File: src/rtl/chunked_adder_pkg.sv
// chunked_adder_pkg: shared FSM states and size helpers for the chunk-serial adder.
// Revision 1.0
`default_nettype none
package chunked_adder_pkg;

  typedef enum logic [1:0] {
    IDLE = 2'd0,
    RUN  = 2'd1,
    DONE = 2'd2
  } state_t;

  // A zero CHUNK yields 1 so the caller's legality check can report the error itself.
  function automatic int num_chunks(input int width, input int chunk);
    return (chunk < 1) ? 1 : (width / chunk);
  endfunction

  function automatic int idx_width(input int n);
    return (n <= 2) ? 1 : $clog2(n);
  endfunction

endpackage
`default_nettype wire

File: src/rtl/chunk_adder.sv
// chunk_adder: combinational CHUNK-bit ripple-carry adder built from full-adder cells.
// Revision 1.0
`default_nettype none
module chunk_adder #(
  parameter int CHUNK = 4
) (
  input  logic [CHUNK-1:0] i_a,
  input  logic [CHUNK-1:0] i_b,
  input  logic             i_cin,
  output logic [CHUNK-1:0] o_sum,
  output logic             o_cout,
  output logic             o_cmsb
);

  logic [CHUNK:0] w_c;

  assign w_c[0] = i_cin;

  for (genvar i = 0; i < CHUNK; i++) begin : g_fa
    assign o_sum[i]  = i_a[i] ^ i_b[i] ^ w_c[i];
    assign w_c[i+1]  = (i_a[i] & i_b[i]) | (w_c[i] & (i_a[i] ^ i_b[i]));
  end

  assign o_cout = w_c[CHUNK];
  // Carry into the top bit lets the parent form signed overflow on the last chunk.
  assign o_cmsb = w_c[CHUNK-1];

endmodule
`default_nettype wire

File: src/rtl/chunked_adder.sv
// chunked_adder: add/subtract WIDTH-bit operands CHUNK bits per clock with valid/ready handshakes.
// Revision 1.0
`default_nettype none
module chunked_adder
  import chunked_adder_pkg::*;
#(
  parameter int WIDTH = 16,
  parameter int CHUNK = 4
) (
  input  logic             clk,
  input  logic             rst,
  input  logic             in_valid,
  output logic             in_ready,
  input  logic [WIDTH-1:0] a,
  input  logic [WIDTH-1:0] b,
  input  logic             cin,
  input  logic             sub,
  output logic             out_valid,
  input  logic             out_ready,
  output logic [WIDTH-1:0] s,
  output logic             cout,
  output logic             ovf
);

  localparam int N  = num_chunks(WIDTH, CHUNK);
  localparam int IW = idx_width(N);

  if ((CHUNK < 1) || (WIDTH < CHUNK) || ((WIDTH % ((CHUNK < 1) ? 1 : CHUNK)) != 0)) begin : g_bad_params
    $error("chunked_adder: WIDTH must be a nonzero multiple of CHUNK");
  end

  state_t           r_state;
  state_t           w_state_nxt;
  logic [WIDTH-1:0] r_a;
  logic [WIDTH-1:0] r_b;
  logic [WIDTH-1:0] r_s;
  logic             r_carry;
  logic [IW-1:0]    r_idx;
  logic             r_cout;
  logic             r_ovf;

  logic [CHUNK-1:0] w_ca;
  logic [CHUNK-1:0] w_cb;
  logic [CHUNK-1:0] w_sum;
  logic [WIDTH-1:0] w_s_upd;
  logic             w_co;
  logic             w_cmsb;
  logic             w_last;

  // Constant-bound loop keeps the chunk mux free of variable part-select arithmetic.
  always_comb begin
    w_ca    = '0;
    w_cb    = '0;
    w_s_upd = r_s;
    for (int k = 0; k < N; k++) begin
      if (r_idx == IW'(k)) begin
        w_ca                         = r_a[k*CHUNK +: CHUNK];
        w_cb                         = r_b[k*CHUNK +: CHUNK];
        w_s_upd[k*CHUNK +: CHUNK]    = w_sum;
      end
    end
  end

  assign w_last = (r_idx == IW'(N - 1));

  chunk_adder #(.CHUNK(CHUNK)) u_chunk_adder (
    .i_a    (w_ca),
    .i_b    (w_cb),
    .i_cin  (r_carry),
    .o_sum  (w_sum),
    .o_cout (w_co),
    .o_cmsb (w_cmsb)
  );

  always_ff @(posedge clk) begin
    if (rst) r_state <= IDLE;
    else     r_state <= w_state_nxt;
  end

  always_comb begin
    w_state_nxt = r_state;
    case (r_state)
      IDLE:    if (in_valid)  w_state_nxt = RUN;
      RUN:     if (w_last)    w_state_nxt = DONE;
      DONE:    if (out_ready) w_state_nxt = IDLE;
      default:                w_state_nxt = IDLE;
    endcase
  end

  always_ff @(posedge clk) begin
    if (rst) begin
      r_a     <= '0;
      r_b     <= '0;
      r_s     <= '0;
      r_carry <= 1'b0;
      r_idx   <= '0;
      r_cout  <= 1'b0;
      r_ovf   <= 1'b0;
    end else begin
      case (r_state)
        IDLE: begin
          if (in_valid) begin
            r_a     <= a;
            r_b     <= b ^ {WIDTH{sub}};
            r_carry <= sub | cin;
            r_idx   <= '0;
            r_s     <= '0;
          end
        end
        RUN: begin
          r_s     <= w_s_upd;
          r_carry <= w_co;
          r_idx   <= r_idx + IW'(1);
          if (w_last) begin
            r_cout <= w_co;
            r_ovf  <= w_cmsb ^ w_co;
          end
        end
        default: ;
      endcase
    end
  end

  assign in_ready  = (r_state == IDLE) && !rst;
  assign out_valid = (r_state == DONE) && !rst;
  assign s         = r_s;
  assign cout      = r_cout;
  assign ovf       = r_ovf;

endmodule
`default_nettype wire

File: config.mk
export PLATFORM = sky130hd
export DESIGN_NAME = chunked_adder
export DESIGN_NICKNAME = d
export VERILOG_FILES = /design/src/rtl/chunked_adder_pkg.sv /design/src/rtl/chunk_adder.sv /design/src/rtl/chunked_adder.sv
export SDC_FILE = /design/constraint.sdc
export NUM_CORES = 1
export LEC_CHECK = 0
export ABC_CLOCK_PERIOD_IN_PS = 7000
export BUFFER_PORTS_ARGS = -buffer_cell sky130_fd_sc_hd__buf_4
export CORE_AREA = 4 4 67 84
export CTS_CLUSTER_DIAMETER = 60
export DETAILED_ROUTE_END_ITERATION = 10
export DIE_AREA = 0 0 71 88
export PLACE_DENSITY = 0.77
export RECOVER_POWER = 100
export SYNTH_ARGS = -nofsm -noshare
export SYNTH_HDL_FRONTEND = slang
export SYNTH_SLANG_ARGS = --single-unit
File: constraint.sdc
create_clock -name clk -period 7 [get_ports clk]
set_input_delay 1.4 -clock clk [delete_from_list [all_inputs] [get_ports clk]]
set_output_delay 1.4 -clock clk [all_outputs]
set_load 0.01 [all_outputs]
* Word-level counts from Yosys, hierarchy flattened *
Cells that the tools add are included.

cells by class
  add/subtract/negate cells = 1
  $mul = 0
  div/mod/pow operators = 0
  $lt $le $gt $ge = 0
  equality and inequality tests = 11
  shift operators = 0
  muxes and demuxes = 22
  bitwise gates (word level) = 23
  reduce and logical (&&, ||, !) cells = 14

operators by type and width
  cell                                                             count
  4-bit 2-to-1 mux                                                 12
  16-bit case mux with 2 select lines                              1
  16-bit 2-to-1 mux                                                1
  16-bit bitwise XOR                                               1
  3-bit AND reduction                                              5
  2-bit != test, second input constant                             6
  1-bit bitwise XOR                                                9
  1-bit bitwise AND                                                8
  2-bit 2-to-1 mux                                                 4
  2-bit == test, second input constant                             3
  2-bit case mux with 3 select lines                               1
  2-bit AND reduction                                              3
  1-bit OR                                                         5
  2-bit by 1-bit == test with 1-bit output, second input constant  2
  2-bit logical NOT                                                2
  2-bit case mux with 2 select lines                               1
  2-bit by 1-bit adder with 2-bit output, second input constant    1
  1-bit logical AND                                                2
  1-bit case mux with 2 select lines                               1
  2-bit nonzero test                                               1
  1-bit logical NOT                                                1
  1-bit 2-to-1 mux                                                 1

word-level totals
  register bits after elaboration = 55
  latch bits = 0
  bits in writable memories = 0
  ROM bits = 0
  logic and storage cells = 82
  memories kept = 0

* Logic depth before layout (Yosys ltp) *
Gate-level depths: netlist (run 1).

  word-level depth = 15
  gate-level depth with buffers = 15
  mapped depth without buffers = 14

* By module *
A second synthesis (run 1) with hierarchy kept.

unflattened totals
  cell total of the unflattened synthesis = 315
  area, all modules = 2625.0 um^2

modules (own cells, without submodules)
  module         times used  cells an instance  area each (um^2)
  chunked_adder  1           303                2514.9
  chunk_adder    1           12                 110.1

* Worst setup path after synthesis (run 1) *
Ideal clock, no wire load.

  path kind = input to output
  start = in rst
  end = out in_ready
  arrival = 2217 ps
  path slack = 3383 ps
  stages on the path = 4
  buffers on the path = 3
  cell sequence = buf_2 clkbuf_1 clkbuf_1 nor3_1

between the ends
  word-level cells in the longest chain between the ends = 2

RTL lines
  item                line                  RTL
  start: declaration  chunked_adder.sv:11   input logic rst,
  1-bit logical NOT   chunked_adder.sv:124  assign in_ready = (r_state == IDLE) && !rst;
  1-bit logical AND   chunked_adder.sv:124
  end: declaration    chunked_adder.sv:13   output logic in_ready,

No other way between the ends.

* Final worst setup path (run 1) *
  start = in rst
  end = out out_valid

between the ends
  word-level cells in the longest chain between the ends = 2

RTL lines
  item               line                  RTL
  1-bit logical NOT  chunked_adder.sv:125  assign out_valid = (r_state == DONE) && !rst;
  1-bit logical AND  chunked_adder.sv:125
  end: declaration   chunked_adder.sv:18   output logic out_valid,

No other way between the ends.

==> flow_summary_export.csv, run 1 <==
group,metric,value,unit
layout,seq_area,1100,um2
clocking,cts_htree_levels,2,
layout,finish.net_count,394,
layout,most_frequent_standard_cell_in_the_layout_excluding_fill_and_tap_cells,"sky130_fd_sc_hd__dfxtp_1",
yosys,synth-seq-cells,55,
power,comb_power_share,0.174,
critical_path,timing.critical_path.buf_inv,2,
floorplanning,initial_core_util,0.546,
clocking,clkLatencyLatePin,300,ps
critical_path,critical_path.reg2reg.startpoint,"r_idx[0]",
timing,setup-violations-final,0,
floorplanning,floorplan.die.width,71,um
power,sw_frac_of_total,0.264,
clocking,number_of_cts_inserted_buffers,5,
critical_path,worst_setup_path_end_kind,"output pin",
global_routing,grt_pass1_vias,2070,
power,clock_power_share,0.261,
place,postPlaceCellArea,3000,um2
layout,area_growth_syn_to_layout,14.7,%
critical_path,crit_fanout,62,
global_routing,track_usage,0.182,
yosys,post_synth_inst_count,308,
yosys,netlist.top_cell.by_area,"sky130_fd_sc_hd__dfxtp_1",
timing,max_freq,203,MHz
yosys,ys_types,33,
critical_path,crit_path_frequent_cell,"sky130_fd_sc_hd__clkbuf_1",
yosys,post-synth-top-area-fraction,0.423,
critical_path,critical_path.startpoint_type,"input port",
timing,tcrit_tclk_final,0.703,
yosys,netlist_top_cells_area,"sky130_fd_sc_hd__dfxtp_1 42%, sky130_fd_sc_hd__nand2_1 6.6%, sky130_fd_sc_hd__a21oi_1 6.5%",
detailed_routing,viasPerCell,5.31,
place,placement.io_buffers,57,
power,ir_worst_vdd,125,uV
min_path,hold_path_startpoint,"r_a[10]",
layout,fillerInstances,471,
critical_path,critical_path_depth,3,
layout,mostFrequentLayoutCells,"55 x sky130_fd_sc_hd__dfxtp_1, 46 x sky130_fd_sc_hd__nand2_1, 37 x sky130_fd_sc_hd__buf_4, 34 x sky130_fd_sc_hd__a21oi_1, 29 x sky130_fd_sc_hd__inv_1",
layout,multi_input_comb_area,1270,um2
detailed_routing,drt_drc_violations_left,0,
yosys,syn_area,2600,um2
yosys,synth_flop_cell,"sky130_fd_sc_hd__dfxtp_1",
critical_path,critical_path_cell_list,"clkbuf_1 -> nor3b_1 -> clkbuf_1",
critical_path,critical_path.top_delay_family,"buffers and inverters",
timing,fin_skew,4.96,ps
outcome,failing_checks,"capacitance limit, slew limit",
critical_path,setup.reg_to_reg.worst_slack,3510,ps
detailed_routing,route.met3.wl,279,um
global_routing,wire_length_of_the_first_global_routing_pass,9190,um
yosys,synth.net_count,354,
timing,worst-slew-pin-transition,2560,ps
floorplanning,std_cell_rows,28,
global_routing,number_of_antenna_violations_at_the_first_check_in_global_routing,0,
detailed_routing,drt-initial-drc-count,136,
yosys,synth-seq-area-share,0.423,
clocking,cts_num_sinks,55,
clocking,cts.repair.resized,0,
critical_path,timing.critical_path.slowest_cell_delay,1780,ps
floorplanning,floorplan.io_pins,58,
floorplanning,design.die.area,6250,um2
place,place_congestion,0.782,
yosys,synth_edf_count,0,
power,power_switching,160,uW
critical_path,timing.setup.critical_path_class,"input port to output pin",
timing,layout_min_cycle_time,4920,ps
clocking,cts_tree,"built",
layout,share_of_layout_cells_above_drive_strength_1,0.135,
layout,final_area,2980,um2
floorplanning,die-height,88,um
power,total_power_of_the_final_layout,604,uW
detailed_routing,vias,2160,
critical_path,critical_path_arrival,3520,ps
detailed_routing,routedWlPerCell,13.4,um
clocking,clock_path_buffers,2,
global_routing,grt_overflow,0,
clocking,worst_setup_hold_path_clk_slew,80,ps
timing,unrepaired_setup_endpoints_after_global_routing,"false",
power,power.share.sequential,0.564,
min_path,worstHoldEndpoint,"r_a[10]",
timing,hold_viol,0,
critical_path,timing.reg2reg.worst_path_depth,14,
run,cap_violations,1,
clocking,cts-hold-fix-buffers,0,
detailed_routing,finalWirelength,5460,um
place,dpl.cell_count,401,
yosys,asr_flop_ratio_synth,0,
critical_path,crit_required,5600,ps
detailed_routing,wl_met2,2850,um
global_routing,grt_max_degree,63,
power,power.internal,444,uW
timing,final_max_slew_viol_count,63,
detailed_routing,wl_met1,2270,um
layout,antenna_cells_inserted,0,
detailed_routing,drt-pass1-iter-count,4,
layout,layoutNonFillerInstCount,407,
min_path,path_class_of_the_lowest_slack_min_delay_path,"flip-flop to flip-flop",
power,p_leak,1.12,nW
timing,relSlewSlack,-0.704,
place,dp_hpwl,3940,um
detailed_routing,highest_layer,"met4",
critical_path,worst_r2r_endpoint,"ovf",
min_path,hold_depth,2,
yosys,syn_avg_cell_area,8.45,um2
floorplanning,core_area,4760,um2
outcome,outcome,"finished, violations left",
clocking,clk_root_buffer_cell,"sky130_fd_sc_hd__clkbuf_8",
detailed_routing,drtAntennaViolNets,0,
yosys,yosysWarnings,0,
timing,totalNegativeSetupSlack,0,ps
critical_path,crit_slowest_cell,"sky130_fd_sc_hd__clkbuf_1",
clocking,post_cts_buffers,0,
power,areal_power_density_over_the_cells,202,nW/um2
## per-stage QoR
| step | hold slack [ps] | util | setup slack [ps] |
|---|---|---|---|
| finish | 458 | 0.626 | 2080 |
| global route | 483 | 0.626 | 1790 |
| global placement | 446 | 0.629 | 3420 |
| CTS | 463 | 0.645 | 3410 |
| floorplan | 436 | - | 3380 |
| detailed placement | 450 | 0.629 | 3420 |
## logic make-up (layout without fill, tap and decap cells)
group           Yosys count  in the layout  share of synthesized area
xor+xnor                 17             17                     0.0572
simple gates             84             84                      0.143
fa+ha+maj                 8              8                     0.0500
buf+inv                  54             93                     0.0875
compound gates           87             87                      0.227
mux                       3              3                     0.0115
flops                    55             55                      0.423
## worst max path at each step
stage | startpoint | to | slack (ps)
2_1_floorplan | rst | in_ready | 3380
3_3_place_gp | rst | out_valid | 3420
3_5_place_dp | rst | out_valid | 3420
4_1_cts | rst | out_valid | 3410
5_1_grt | rst | out_valid | 1790
6_report | rst | out_valid | 2080
## worst register-to-register path, delay by kind of cell, from the launching register on
family                     cells  cell delay [ps]
buffers and inverters          3              210
and+or+nand+nor                2              150
xor gates and xnor gates       1              180
adders and majority gates      5             1800
AOI/OAI and AO/OA              3              530
DFF                            1              400
## registers in the layout (all words and copies together), names as in the netlist
signal and flops:
cout 1, ovf 1, r_a 16, r_b 16
r_carry 1, r_idx 2, r_state 2, s 16
## cell type report
cell class,count,area share
multi-input combinational,199,0.425
tap,60,0.0252
clock buffer,6,0.0243
sequential,55,0.369
timing repair buffer,58,0.120
inverter,29,0.0365
## power groups by stage
stage | registers, mW | logic (mW) | clock network (mW)
3_3_place_gp | 0.348 | 0.107 | 0
2_1_floorplan | 0.345 | 0.0753 | 0
6_report | 0.341 | 0.105 | 0.158
4_1_cts | 0.341 | 0.110 | 0.163
5_1_grt | 0.343 | 0.120 | 0.173
3_5_place_dp | 0.348 | 0.109 | 0
## metal layers
metal / vias up / global-route usage
li1: 1115 / -
met2: 43 / 0.342
met4: 0 / 0.0530
met3: 5 / 0.0310
met5: - / 0
met1: 997 / 0.210
## Yosys cell counts, types with 4 or more instances
cell type / number
sky130_fd_sc_hd__a211oi_1: 12
sky130_fd_sc_hd__a211oi_2: 4
sky130_fd_sc_hd__a21oi_1: 34
sky130_fd_sc_hd__a22o_1: 6
sky130_fd_sc_hd__buf_2: 8
sky130_fd_sc_hd__clkbuf_1: 13
sky130_fd_sc_hd__dfxtp_1: 55
sky130_fd_sc_hd__fa_1: 4
sky130_fd_sc_hd__ha_1: 4
sky130_fd_sc_hd__inv_1: 29
sky130_fd_sc_hd__nand2_1: 46
sky130_fd_sc_hd__nor2_1: 22
sky130_fd_sc_hd__o21ai_0: 10
sky130_fd_sc_hd__o32ai_1: 16
sky130_fd_sc_hd__xnor2_1: 12
sky130_fd_sc_hd__xor2_1: 5
No activity file was read; power rests on OpenSTA's default activity.
==> run 2: changes to the inputs <==
ABC_CLOCK_PERIOD_IN_PS = 4400   (was 7000)
CORE_AREA = 4 4 71 90   (was 4 4 67 84)
DIE_AREA = 0 0 75 94   (was 0 0 71 88)
PLACE_DENSITY = 0.71   (was 0.77)
clock period = 4.4 ns   (was 7 ns; I/O delays follow)
==> run 2 against run 1 <==
Against the previous run:
- the flow still finishes with violations (capacitance limit, slew limit)
- sequential share of layout area about the same
- critical path depth increased by 11
- largest cell class unchanged
- critical path type is now flip-flop to flip-flop
- design area increased by 0.13%
- worst setup slack got worse by 1100 ps
- first-iteration DRC count decreased by 27%
==> flow_summary_export.csv, run 2 (synthesized netlist as in run 1, its figures left out) <==
group,metric,value,unit
critical_path,crit_fanout,17,
global_routing,track_usage,0.167,
critical_path,critical_path.reg2reg.startpoint,"r_idx[0]",
floorplanning,initial_core_util,0.463,
power,total_power_of_the_final_layout,976,uW
layout,fillerInstances,575,
timing,tcrit_tclk_final,0.773,
clocking,cts-hold-fix-buffers,0,
global_routing,grt_pass1_vias,1979,
outcome,failing_checks,"capacitance limit, slew limit",
layout,share_of_layout_cells_above_drive_strength_1,0.135,
critical_path,crit_required,4540,ps
critical_path,critical_path_arrival,3550,ps
timing,unrepaired_setup_endpoints_after_global_routing,"false",
clocking,cts_htree_levels,2,
clocking,cts_tree,"built",
timing,hold_viol,0,
min_path,hold_path_startpoint,"r_a[9]",
min_path,path_class_of_the_lowest_slack_min_delay_path,"flip-flop to flip-flop",
critical_path,timing.reg2reg.worst_path_depth,14,
timing,relSlewSlack,-0.0540,
timing,totalNegativeSetupSlack,0,ps
critical_path,setup.reg_to_reg.worst_slack,1000,ps
layout,finish.net_count,394,
detailed_routing,drtAntennaViolNets,0,
layout,area_growth_syn_to_layout,14.8,%
detailed_routing,drt-pass1-iter-count,5,
clocking,clock_path_buffers,2,
clocking,cts.repair.resized,0,
layout,final_area,2990,um2
detailed_routing,wl_met1,2430,um
detailed_routing,wl_met2,2870,um
timing,layout_min_cycle_time,3400,ps
layout,most_frequent_standard_cell_in_the_layout_excluding_fill_and_tap_cells,"sky130_fd_sc_hd__dfxtp_1",
detailed_routing,highest_layer,"met4",
power,areal_power_density_over_the_cells,327,nW/um2
global_routing,grt_overflow,0,
global_routing,grt_max_degree,63,
floorplanning,core_area,5620,um2
clocking,post_cts_buffers,0,
critical_path,timing.critical_path.to,"ovf",
floorplanning,design.die.area,7050,um2
place,postPlaceCellArea,3010,um2
critical_path,timing.critical_path.from,"r_idx[0]",
floorplanning,floorplan.io_pins,58,
power,ir_worst_vdd,186,uV
clocking,worst_setup_hold_path_clk_slew,90,ps
run,cap_violations,1,
clocking,cts_num_sinks,55,
place,dp_hpwl,4200,um
clocking,clk_root_buffer_cell,"sky130_fd_sc_hd__clkbuf_8",
clocking,clkLatencyLatePin,310,ps
detailed_routing,viasPerCell,5.19,
floorplanning,std_cell_rows,31,
place,placement.io_buffers,57,
detailed_routing,finalWirelength,5710,um
critical_path,worst_setup_path_end_kind,"flip-flop",
detailed_routing,routedWlPerCell,13.8,um
layout,antenna_cells_inserted,0,
detailed_routing,drt_drc_violations_left,0,
critical_path,worst_r2r_endpoint,"ovf",
timing,setup_ws,998,ps
detailed_routing,vias,2152,
detailed_routing,drt-initial-drc-count,99,
clocking,number_of_cts_inserted_buffers,5,
power,p_leak,1.12,nW
place,place_congestion,0.849,
place,preCtsSetupSlack,1060,ps
floorplanning,die-height,94,um
layout,mostFrequentLayoutCells,"55 x sky130_fd_sc_hd__dfxtp_1, 46 x sky130_fd_sc_hd__nand2_1, 36 x sky130_fd_sc_hd__buf_4, 34 x sky130_fd_sc_hd__a21oi_1, 29 x sky130_fd_sc_hd__inv_1",
global_routing,wire_length_of_the_first_global_routing_pass,9050,um
detailed_routing,route.met3.wl,312,um
layout,multi_input_comb_area,1260,um2
timing,setup-violations-final,0,
layout,seq_area,1100,um2
timing,final_max_slew_viol_count,42,
timing,max_freq,294,MHz
outcome,outcome,"finished, violations left",
global_routing,number_of_antenna_violations_at_the_first_check_in_global_routing,0,
critical_path,timing.setup.critical_path_class,"flip-flop to flip-flop",
timing,fin_skew,8.67,ps
timing,worst-slew-pin-transition,1580,ps
critical_path,critical_path.startpoint_type,"flip-flop",
floorplanning,floorplan.die.width,75,um
## run 2: changes by cell type in the layout (fill, tap and decap cells not counted)
cell                       delta
sky130_fd_sc_hd__a211oi_1     -1
sky130_fd_sc_hd__a211oi_2     +1
sky130_fd_sc_hd__buf_4        -1
sky130_fd_sc_hd__clkbuf_1     +1
sky130_fd_sc_hd__clkbuf_2     +1
sky130_fd_sc_hd__clkinv_2     +1
sky130_fd_sc_hd__nand3b_1     +1
sky130_fd_sc_hd__nand3b_2     -1
sky130_fd_sc_hd__nor3b_1      +1
sky130_fd_sc_hd__nor3b_4      -1
## run 2: through the flow
stage | hold WS, ps | instances | utilization
3_5_place_dp | 449 | 407 | 0.535
3_3_place_gp | 447 | 407 | 0.535
5_1_grt | 482 | 415 | 0.531
4_1_cts | 462 | 415 | 0.549
6_report | 463 | 415 | 0.531
2_1_floorplan | 436 | 308 | -
## run 2: cell type report
cell class / count / share of cell area
flip-flops and latches: 55 / 0.369
repair buffers: 58 / 0.119
well taps: 66 / 0.0276
multi-input cells: 199 / 0.421
clock buffers: 7 / 0.0256
inverters: 29 / 0.0364
clock inverters: 1 / 0.00168
## run 2: worst min-delay path by stage
stage	to	slack [ps]	depth (start not counted)
final	r_a[9]	460	2
after global routing	r_a[11]	480	2
after CTS	r_a[9]	460	2
after detailed placement	r_a[9]	450	2
after global placement	r_a[8]	450	2
after floorplan	r_a[10]	440	2
## run 2: metal layers
layer  track usage  up-vias
met5             0        -
met4        0.0579        0
met3        0.0385        8
met2         0.278       53
met1         0.209      969
li1              -     1122
## run 2: worst max-delay path, cell delays in order, from the launching register on
cell                      delay [ps]
sky130_fd_sc_hd__dfxtp_1         400
sky130_fd_sc_hd__inv_1            90
sky130_fd_sc_hd__ha_1            390
sky130_fd_sc_hd__a21oi_1         180
sky130_fd_sc_hd__o21ai_0         100
sky130_fd_sc_hd__a22o_1          220
sky130_fd_sc_hd__fa_1            380
sky130_fd_sc_hd__inv_1            70
sky130_fd_sc_hd__fa_1            160
sky130_fd_sc_hd__inv_1            60
sky130_fd_sc_hd__fa_1            410
sky130_fd_sc_hd__fa_1            450
sky130_fd_sc_hd__xor2_1          180
sky130_fd_sc_hd__nor2_1           90
sky130_fd_sc_hd__nor3_1           60
## run 2: where the power goes
part / leakage (nW) / switching [mW] / internal (mW)
Combinational: 0.631 / 0.0926 / 0.0743
Sequential: 0.450 / 0.0181 / 0.525
Clock: 0.0422 / 0.154 / 0.112
==> run 3: changes to the inputs <==
ABC_CLOCK_PERIOD_IN_PS = 3000   (was 4400)
clock period = 3 ns   (was 4.4 ns; I/O delays follow)
==> run 3 against run 2 <==
Against the previous run:
- the run now ends clean
- flip-flop and latch count unchanged
- global-route usage is 0.87 points higher
- critical path depth decreased by 1
- sequential share of layout area is 3.4 points lower
- core utilization increased by 5.8 points
- design area increased by 11%
- cell count is 3.6% higher
- first-iteration DRC count is 26% lower
- largest cell class unchanged
==> flow_summary_export.csv, run 3 (synthesized netlist as in run 1, its figures left out) <==
group,metric,value,unit
outcome,outcome,"finished clean",
critical_path,critical_path_depth,13,
layout,finish.net_count,409,
timing,tcrit_tclk_final,0.978,
layout,mostFrequentLayoutCells,"72 x sky130_fd_sc_hd__buf_4, 53 x sky130_fd_sc_hd__dfxtp_1, 46 x sky130_fd_sc_hd__nand2_1, 32 x sky130_fd_sc_hd__a21oi_1, 25 x sky130_fd_sc_hd__inv_1",
timing,totalNegativeSetupSlack,0,ps
place,preCtsSetupSlack,-87.9,ps
critical_path,crit_fanout,4,
layout,layoutNonFillerInstCount,430,
clocking,clk_root_buffer_cell,"sky130_fd_sc_hd__clkbuf_8",
timing,unrepaired_setup_endpoints_after_global_routing,"true",
power,ir_worst_vdd,235,uV
critical_path,worst_setup_path_end_kind,"flip-flop",
critical_path,timing.critical_path.to,"s[11]",
detailed_routing,finalWirelength,6110,um
layout,fillerInstances,520,
critical_path,crit_path_frequent_cell,"sky130_fd_sc_hd__fa_2",
place,placement.io_buffers,57,
floorplanning,floorplan.die.width,75,um
clocking,worst_setup_hold_path_clk_slew,90,ps
clocking,cts_htree_levels,2,
timing,max_freq,341,MHz
global_routing,track_usage,0.176,
timing,final_max_slew_viol_count,0,
place,dp_hpwl,4440,um
floorplanning,initial_core_util,0.463,
timing,fin_skew,4.16,ps
layout,multi_input_comb_area,1360,um2
clocking,cts_tree,"built",
layout,area_growth_syn_to_layout,27.3,%
run,cap_violations,0,
clocking,cts-hold-fix-buffers,0,
power,areal_power_density_over_the_cells,459,nW/um2
floorplanning,floorplan.io_pins,58,
clocking,clock_path_buffers,2,
global_routing,grt_max_degree,44,
critical_path,timing.reg2reg.worst_path_depth,13,
critical_path,setup.reg_to_reg.worst_slack,70,ps
floorplanning,design.die.area,7050,um2
clocking,number_of_cts_inserted_buffers,5,
timing,relSlewSlack,0.336,
critical_path,timing.critical_path.slowest_cell_delay,570,ps
timing,setup_ws,65.4,ps
timing,setup-violations-final,0,
critical_path,critical_path_cell_list,"inv_4 -> ha_4 -> a21oi_2 -> o21ai_1 -> a22o_1 -> fa_2 -> inv_2 -> fa_2 -> inv_2 -> fa_2 -> fa_2 -> nand2b_4 -> o32ai_1",
detailed_routing,routedWlPerCell,14.2,um
floorplanning,std_cell_rows,31,
layout,antenna_cells_inserted,0,
critical_path,critical_path.startpoint_type,"flip-flop",
floorplanning,die-height,94,um
critical_path,worst_r2r_endpoint,"s[11]",
detailed_routing,drt-pass1-iter-count,4,
global_routing,grt_pass1_vias,2085,
global_routing,wire_length_of_the_first_global_routing_pass,9480,um
clocking,cts_num_sinks,55,
clocking,clkLatencyLatePin,300,ps
detailed_routing,drt-initial-drc-count,73,
layout,seq_area,1110,um2
place,place_congestion,0.823,
critical_path,critical_path.reg2reg.startpoint,"r_idx[1]",
layout,most_frequent_standard_cell_in_the_layout_excluding_fill_and_tap_cells,"sky130_fd_sc_hd__buf_4",
detailed_routing,vias,2254,
critical_path,timing.setup.critical_path_class,"flip-flop to flip-flop",
min_path,path_class_of_the_lowest_slack_min_delay_path,"flip-flop to flip-flop",
critical_path,timing.critical_path.buf_inv,3,
timing,layout_min_cycle_time,2930,ps
place,dpl.cell_count,420,
detailed_routing,drtAntennaViolNets,0,
critical_path,timing.critical_path.from,"r_idx[1]",
detailed_routing,drt_drc_violations_left,0,
timing,worst-slew-pin-transition,996,ps
critical_path,crit_slowest_cell,"sky130_fd_sc_hd__fa_2",
timing,hold_viol,0,
global_routing,number_of_antenna_violations_at_the_first_check_in_global_routing,0,
power,p_leak,1.31,nW
global_routing,grt_overflow,0,
layout,share_of_layout_cells_above_drive_strength_1,0.294,
critical_path,critical_path_arrival,3150,ps
critical_path,crit_required,3220,ps
detailed_routing,viasPerCell,5.24,
timing,hold-worst-slack,463,ps
floorplanning,core_area,5620,um2
critical_path,critical_path.top_delay_family,"adder cells",
run 3: worst min-delay path by stage:
| stage | from | slack (ps) | endpoint | cells past startpoint |
|---|---|---|---|---|
| after floorplan | r_a[10] | 440 | r_a[10] | 2 |
| after global placement | r_a[11] | 440 | r_a[11] | 2 |
| after detailed placement | r_a[11] | 450 | r_a[11] | 2 |
| after CTS | r_a[11] | 460 | r_a[11] | 2 |
| after global routing | r_a[8] | 480 | r_a[8] | 2 |
| final | r_a[11] | 460 | r_a[11] | 2 |
run 3: final cells by class:
class	instances	area share
clock buffers	8	0.0302
inverters	29	0.0336
multi-input cells	199	0.410
flip-flops and latches	55	0.335
well taps	66	0.0249
repair buffers	73	0.167
run 3: what timing repair did:
item	CTS	global route
setup buffers	0	2
cloned	0	0
pin swaps	0	14
setup endpoints to repair	6	6
gates resized for setup	5	23
run 3: stage by stage:
| step | cell area, um2 | utilization | total power [mW] |
|---|---|---|---|
| after global placement | 3110 | 0.552 | 1.08 |
| final | 3310 | 0.589 | 1.52 |
| after floorplan | 2620 | - | 0.984 |
| after global routing | 3310 | 0.589 | 1.60 |
| after detailed placement | 3110 | 0.552 | 1.09 |
| after CTS | 3220 | 0.572 | 1.52 |
run 3: where the power goes:
part / total (mW) / leakage, nW / internal, mW / switching (mW)
combinational: 0.294 / 0.809 / 0.139 / 0.154
sequential: 0.795 / 0.452 / 0.769 / 0.0254
clock: 0.432 / 0.0515 / 0.211 / 0.222
total: 1.52 / 1.31 / 1.12 / 0.401
run 3: worst register-to-register path: cells and delay by family, from the launching register on:
family | cells | cell delay (ps)
buffers and inverters | 3 | 160
adder cells (fa/ha/maj) | 5 | 1660
AO/OA/AOI/OAI | 4 | 550
flip-flops | 1 | 390
AND/OR/NAND/NOR | 1 | 80
run 3: routing by layer:
metal / track usage / vias to the layer above / part of all wire
li1: - / 1150 / -
met1: 0.211 / 1035 / 0.42
met2: 0.296 / 55 / 0.50
met3: 0.0385 / 14 / 0.053
met4: 0.0757 / 0 / 0.026
met5: 0 / - / 0
